## src/rtl/stream_pkg.sv

```systemverilog
// Shared encodings for the stream arbiter: FSM states and source ids.
package stream_pkg;

  typedef enum logic [1:0] {
    IDLE   = 2'd0,
    LOCK_A = 2'd1,
    LOCK_B = 2'd2
  } state_t;

  localparam logic SRC_A = 1'b0;
  localparam logic SRC_B = 1'b1;

endpackage

```

## src/rtl/stream_out_reg.sv

```systemverilog
// One-deep registered output stage: captures the granted beat and drives y_*.
module stream_out_reg
  import stream_pkg::*;
#(
  parameter int WIDTH = 8
) (
  input  logic             clk,
  input  logic             rst_n,
  input  logic             in_valid,
  input  logic [WIDTH-1:0] in_data,
  input  logic             in_last,
  input  logic             in_src,
  input  logic             y_ready,
  output logic             load_en,
  output logic [WIDTH-1:0] y_data,
  output logic             y_last,
  output logic             y_src,
  output logic             y_valid
);

  logic [WIDTH-1:0] y_data_q, y_data_d;
  logic             y_last_q, y_last_d;
  logic             y_src_q, y_src_d;
  logic             y_valid_q, y_valid_d;

  always_comb begin
    // Nothing is accepted while reset is held, so no beat can slip past it.
    load_en   = rst_n && (!y_valid_q || y_ready);
    y_valid_d = y_valid_q;
    y_data_d  = y_data_q;
    y_last_d  = y_last_q;
    y_src_d   = y_src_q;
    if (load_en) begin
      y_valid_d = in_valid;
      if (in_valid) begin
        y_data_d = in_data;
        y_last_d = in_last;
        y_src_d  = in_src;
      end
    end
  end

  always_ff @(posedge clk) begin
    if (!rst_n) begin
      y_valid_q <= 1'b0;
      y_data_q  <= '0;
      y_last_q  <= 1'b0;
      y_src_q   <= SRC_A;
    end else begin
      y_valid_q <= y_valid_d;
      y_data_q  <= y_data_d;
      y_last_q  <= y_last_d;
      y_src_q   <= y_src_d;
    end
  end

  assign y_data  = y_data_q;
  assign y_last  = y_last_q;
  assign y_src   = y_src_q;
  assign y_valid = y_valid_q;

endmodule

```

## src/rtl/stream_arb_2x1.sv

```systemverilog
// Packet-aware two-input round-robin arbiter feeding a registered output stage.
module stream_arb_2x1
  import stream_pkg::*;
#(
  parameter int WIDTH = 8
) (
  input  logic             clk,
  input  logic             rst_n,
  input  logic [WIDTH-1:0] a_data,
  input  logic             a_last,
  input  logic             a_valid,
  output logic             a_ready,
  input  logic [WIDTH-1:0] b_data,
  input  logic             b_last,
  input  logic             b_valid,
  output logic             b_ready,
  output logic [WIDTH-1:0] y_data,
  output logic             y_last,
  output logic             y_src,
  output logic             y_valid,
  input  logic             y_ready
);

  state_t state_q, state_d;
  logic   prio_q, prio_d;
  logic   load_en;
  logic   a_acc, b_acc;
  logic   in_valid;
  logic [WIDTH-1:0] in_data;
  logic   in_last;
  logic   in_src;

  always_comb begin
    a_ready = 1'b0;
    b_ready = 1'b0;
    case (state_q)
      IDLE: begin
        if (load_en) begin
          if (a_valid && (!b_valid || prio_q == SRC_A)) a_ready = 1'b1;
          else if (b_valid)                             b_ready = 1'b1;
        end
      end
      LOCK_A:  a_ready = load_en;
      LOCK_B:  b_ready = load_en;
      default: ;
    endcase
  end

  assign a_acc = a_valid && a_ready;
  assign b_acc = b_valid && b_ready;

  always_comb begin
    state_d = state_q;
    prio_d  = prio_q;
    // A packet's last beat releases the lock and hands priority to the other side.
    if (a_acc) begin
      if (a_last) begin
        state_d = IDLE;
        prio_d  = SRC_B;
      end else begin
        state_d = LOCK_A;
      end
    end else if (b_acc) begin
      if (b_last) begin
        state_d = IDLE;
        prio_d  = SRC_A;
      end else begin
        state_d = LOCK_B;
      end
    end else if (state_q != IDLE && state_q != LOCK_A && state_q != LOCK_B) begin
      state_d = IDLE;
    end
  end

  always_ff @(posedge clk) begin
    if (!rst_n) begin
      state_q <= IDLE;
      prio_q  <= SRC_A;
    end else begin
      state_q <= state_d;
      prio_q  <= prio_d;
    end
  end

  assign in_valid = a_acc || b_acc;
  assign in_data  = b_acc ? b_data : a_data;
  assign in_last  = b_acc ? b_last : a_last;
  assign in_src   = b_acc ? SRC_B : SRC_A;

  stream_out_reg #(
    .WIDTH(WIDTH)
  ) u_out (
    .clk     (clk),
    .rst_n   (rst_n),
    .in_valid(in_valid),
    .in_data (in_data),
    .in_last (in_last),
    .in_src  (in_src),
    .y_ready (y_ready),
    .load_en (load_en),
    .y_data  (y_data),
    .y_last  (y_last),
    .y_src   (y_src),
    .y_valid (y_valid)
  );

endmodule

```

## config.mk

```make
export PLATFORM = sky130hd
export DESIGN_NAME = stream_arb_2x1
export DESIGN_NICKNAME = d
export VERILOG_FILES = /design/src/rtl/stream_pkg.sv /design/src/rtl/stream_out_reg.sv /design/src/rtl/stream_arb_2x1.sv
export SDC_FILE = /design/constraint.sdc
export NUM_CORES = 1
export LEC_CHECK = 0
export CAP_MARGIN = 10
export CORE_UTILIZATION = 30
export CTS_CLUSTER_SIZE = 10
export DETAILED_ROUTE_END_ITERATION = 16
export PLACE_DENSITY = 0.61
export SLEW_MARGIN = 20
export SYNTH_ARGS = -nofsm -noshare
export SYNTH_HDL_FRONTEND = slang
export SYNTH_SLANG_ARGS = --single-unit
```

## constraint.sdc

```tcl
create_clock -name clk -period 1.25 [get_ports clk]
set_input_delay 0.125 -clock clk [delete_from_list [all_inputs] [get_ports clk]]
set_output_delay 0.125 -clock clk [all_outputs]
set_load 0.01 [all_outputs]
```

## Word level (Yosys, flattened, before mapping)

Cells that the tools add are included.

| operators by class | value |
|---|---|
| equal/unequal tests | 5 |
| muxes and demuxes | 19 |
| bitwise gates (word level) | 1 |
| reduce and logical (&&, ||, !) cells | 18 |

Operator list:

| operator | count |
|---|---|
| 1-bit two-way mux | 12 |
| 2-bit two-way mux | 4 |
| 8-bit two-way mux | 1 |
| 1-bit logical AND | 6 |
| 2-bit nonzero test | 3 |
| 2-bit != test, second input constant | 2 |
| 1-bit case mux with 2 select lines | 2 |
| 1-bit logical OR | 3 |
| 3-bit AND reduction | 1 |
| 3-bit nonzero test | 1 |
| 2-bit by 1-bit == test with 1-bit output, second input constant | 1 |
| 2-bit == test, second input constant | 1 |
| 1-bit zero test | 2 |
| 2-bit zero test | 1 |
| 2-bit by 1-bit != test with 1-bit output, second input constant | 1 |
| 2-bit AND reduction | 1 |
| 1-bit inverter | 1 |

| word-level totals | value |
|---|---|
| bits in registers | 14 |
| bits of input ports | 23 |
| logic and storage cells | 49 |

## Longest topological paths before layout

| logic depth | value |
|---|---|
| depth after elaboration | 9 |
| mapped depth | 5 |
| depth with buffers taken out | 4 |

## Modules after synthesis

A second synthesis with hierarchy kept.

| second synthesis, totals | value |
|---|---|
| cells, all modules | 87 |
| area total of the unflattened synthesis | 819.5 um2 |

By module, submodules not included:

| module | instances | cells an instance | area each (um2) |
|---|---|---|---|
| stream_out_reg | 1 | 49 | 456.7 |
| stream_arb_2x1 | 1 | 38 | 362.8 |

## Least setup slack after synthesis

Ideal clock, no wire load.

| timing path | value |
|---|---|
| kind | flip-flop to flip-flop |
| start point | register state_q[0] |
| end point | register u_out.y_data_q[0] (netlist: u_out.y_data[0]) |
| arrival time | 1.105 ns |
| setup slack | 0.027 ns |
| stages on the path, launching flop included | 6 |
| path buffers | 1 |
| cell sequence | dfxtp_1 > and2b_1 > o21ai_4 > buf_6 > mux2i_1 > a21oi_2 |

| between the ends | value |
|---|---|
| word-level cells in the longest chain between the ends | 5 |

RTL lines:

| item | line | source |
|---|---|---|
| from (decl) | stream_arb_2x1.sv:24 | `state_t state_q, state_d;` |
| from (signal assigned) | stream_arb_2x1.sv:80 | `state_q <= state_d;` |
| 2-bit by 1-bit == test with 1-bit output (tied with other cells) | stream_arb_2x1.sv:36 | `case (state_q)` |
| 1-bit case mux with 2 select lines | stream_arb_2x1.sv:36 |  |
| 1-bit logical AND (on tied branches) | stream_arb_2x1.sv:49, stream_arb_2x1.sv:50 |  |
| 1-bit logical OR | stream_arb_2x1.sv:85 | `assign in_valid = a_acc \|\| b_acc;` |
| 2-bit AND reduction (no source line) | n/a |  |
| to (signal assigned) | stream_out_reg.sv:51 | `y_data_q <= y_data_d;` |
| to (decl) | stream_out_reg.sv:21 | `logic [WIDTH-1:0] y_data_q, y_data_d;` |

Several ways; a longest one is shown, not always the timed one.
A chain may end at the register's enable or synchronous reset.

## Worst setup path in the final report

| timing path | value |
|---|---|
| start point | register state_q[1] |
| end point | register u_out.y_data_q[1] (netlist: u_out.y_data[1]) |

The elaborated chain is that of the path after synthesis.

==> results_dict.tcl <==
set metrics [dict create \
    outcome "finished, violations left" \
    violations "negative setup slack" \
    hpwl_um 1380 \
    fin_area_um2 1440 \
    place_congestion 0.807 \
    post_drt_wl_per_cell_um 12.7 \
    drc 0 \
    netlist_area_um2 747 \
    drt_pass1_iterations 1 \
    powerDensity_nw_per_um2 933 \
    synth_common_cells "14 x dfxtp_1, 9 x a21oi_2, 9 x mux2i_1" \
    cp_max_fo 5 \
    cp.required_ps 1470 \
    drt-initial-drc-count 0 \
    synth_edf_count 0 \
    antenna_found_initial 0 \
    clock_skew_ps 2.07 \
    start_kind "register" \
    die_h_um 51.9 \
    coreArea_um2 2280 \
    drv_slew 0 \
    placed_area_um2 1230 \
    synth_cell_type_count 26 \
    critPathKind "register to register" \
    vias 766 \
    p_leak_nw 0.646 \
    slew_headroom 0.823 \
    dieArea_um2 2690 \
    first_global_vias 719 \
    synth.top_cell.area_share 0.375 \
    portBuffers 35 \
    wl_um 2030 \
    ir_drop_mv 0.543 \
    layout-drive-gt1-share 0.500 \
    clock_sinks 14 \
    period_share 1.04 \
    cts_tree "yes" \
    grt_usage 0.165 \
    io_pins 36 \
    synth_cells 73 \
    grt.overflow.total 0 \
    ys_seq_elements 14 \
    die_x_um 51.9 \
    ys_seq_area_frac 0.375 \
    fin_crit_ps 1300 \
    synthFlopType "dfxtp_1" \
    critPathCaptureType "register" \
    clk_latency_ps 270 \
    synthTopCellsByArea "dfxtp_1 38%, mux2i_1 12%, a21oi_2 11%" \
    ant_nets 0 \
    viasPerCell 4.79 \
    setup_viol 10 \
    areaGrowthSynthToFinish_pct 92.1 \
    synth_nets 96 \
    initial_core_util 0.328 \
    cts_hold_buf 0 \
    diodes 0 \
    grt_pass1_wl_um 3230 \
    finalNonFillerCells 160 \
    place_inst 149 \
    setup_ws_ps -49.5 \
    root_buffer "clkbuf_4" \
    cp.arrival_ps 1520 \
    avgSynthCellArea_um2 10.2 \
    cts_made_buffers 3 \
    fmax_mhz 770 \
    yosysWarnings 0 \
    rsz0062_at_grt "yes" \
    maxCapViolCount 0 \
    clock_path_buffers 2 \
    final_nets 156 \
    final_util 0.631 \
    min_path_type "input port to register" \
    htreeDepth 1 \
    clkTransAtPathRegs_ps 90 \
    whs_ps 352 \
    yosysMostFrequentCell "dfxtp_1" \
    hold_violations 0 \
    synth-async-reset-ratio 0 \
    worst_pin_slew_ps 266 \
    grt_max_degree 13 \
    dp_slack_ps -581 \
    yosysTopAreaCell "dfxtp_1" \
    fp-row-count 17 \
]
==> report_power, final <==
group	total (W)	switching (W)	leakage [nW]	internal [W]
clock network	0.000325	0.000148	0.0210	0.000177
logic	0.000490	0.000204	0.508	0.000286
registers	0.000523	0.0000338	0.118	0.000490
==> logic make-up after synthesis <==
logic type,share of synthesized area
compound gates,0.302
simple gates,0.121
flops,0.375
mux,0.121
buf+inv,0.0821
==> cells in the final DEF, fill, tap and decap left out, types with 2 or more instances in the layout <==
cell             Yosys  routed
dfxtp_2              0       2
dfxtp_4              0       2
dfxtp_1             14      10
o21ai_4              1       2
nand2b_4             1       4
a21oi_1              4       2
nand2_1              4       3
clkdlybuf4s50_1      0      20
buf_4                0      18
dlygate4sd2_1        0      13
nor3_2               0       2
a21oi_2              9      11
buf_6                3       3
buf_12               1       2
buf_2                0       2
clkbuf_4             0       3
inv_1                2       2
mux2i_1              9       9
o21ai_2              0       7
==> through the flow <==
step	power (W)	setup TNS, ps
5_1_grt	0.00142	-958
3_5_place_dp	0.000956	-5560
3_3_place_gp	0.000951	-4610
4_1_cts	0.00136	-681
2_1_floorplan	0.000729	0
6_report	0.00134	-297
==> state kept, by name, summed over array words and instances (netlist names) <==
signal         cells
u_out.y_valid      1
prio_q             1
state_q            2
u_out.y_data       8
u_out.y_last       1
u_out.y_src        1
==> cell type report <==
type | instances | area [um^2]
repair buffers | 59 | 561
well taps | 28 | 35.0
fillers | 199 | 841
inverters | 2 | 7.51
clock buffers | 4 | 36.3
multi-input cells | 53 | 505
flip-flops and latches | 14 | 290
==> what timing repair did <==
item | CTS | global route
cloned | 2 | 0
gates resized for setup | 45 | 8
setup endpoints to repair | 25 | 14
pin swaps | 2 | 3
setup buffers | 4 | 2
==> final timing paths <==
check | startpoint | end | slack [ps] | cells past startpoint
worst min-delay path | a_valid | state_q[0] | 350 | 3
worst max register to register | state_q[1] | u_out.y_data[1] | -50 | 6
worst max-delay path | state_q[1] | u_out.y_data[1] | -50 | 6
worst min register to register | u_out.y_src | u_out.y_src | 490 | 2
==> metal layers <==
layer | wire, um | vias to the layer above | global-route usage | part of all wire
met1 | 870 | 346 | 0.186 | 0.43
met2 | 998 | 28 | 0.301 | 0.49
met3 | 158 | 0 | 0.0351 | 0.078
met4 | 0 | 0 | 0.0541 | 0
li1 | - | 392 | - | -
met5 | 0 | - | 0 | 0
==> worst max-delay path, stage by stage (launching register included) <==
cell      delay [ps]
dfxtp_4          370
nand2b_4         150
a221oi_4         290
buf_6            170
buf_12           120
o21ai_2           50
a21oi_2           90
No activity file was read; power rests on OpenSTA's default activity.
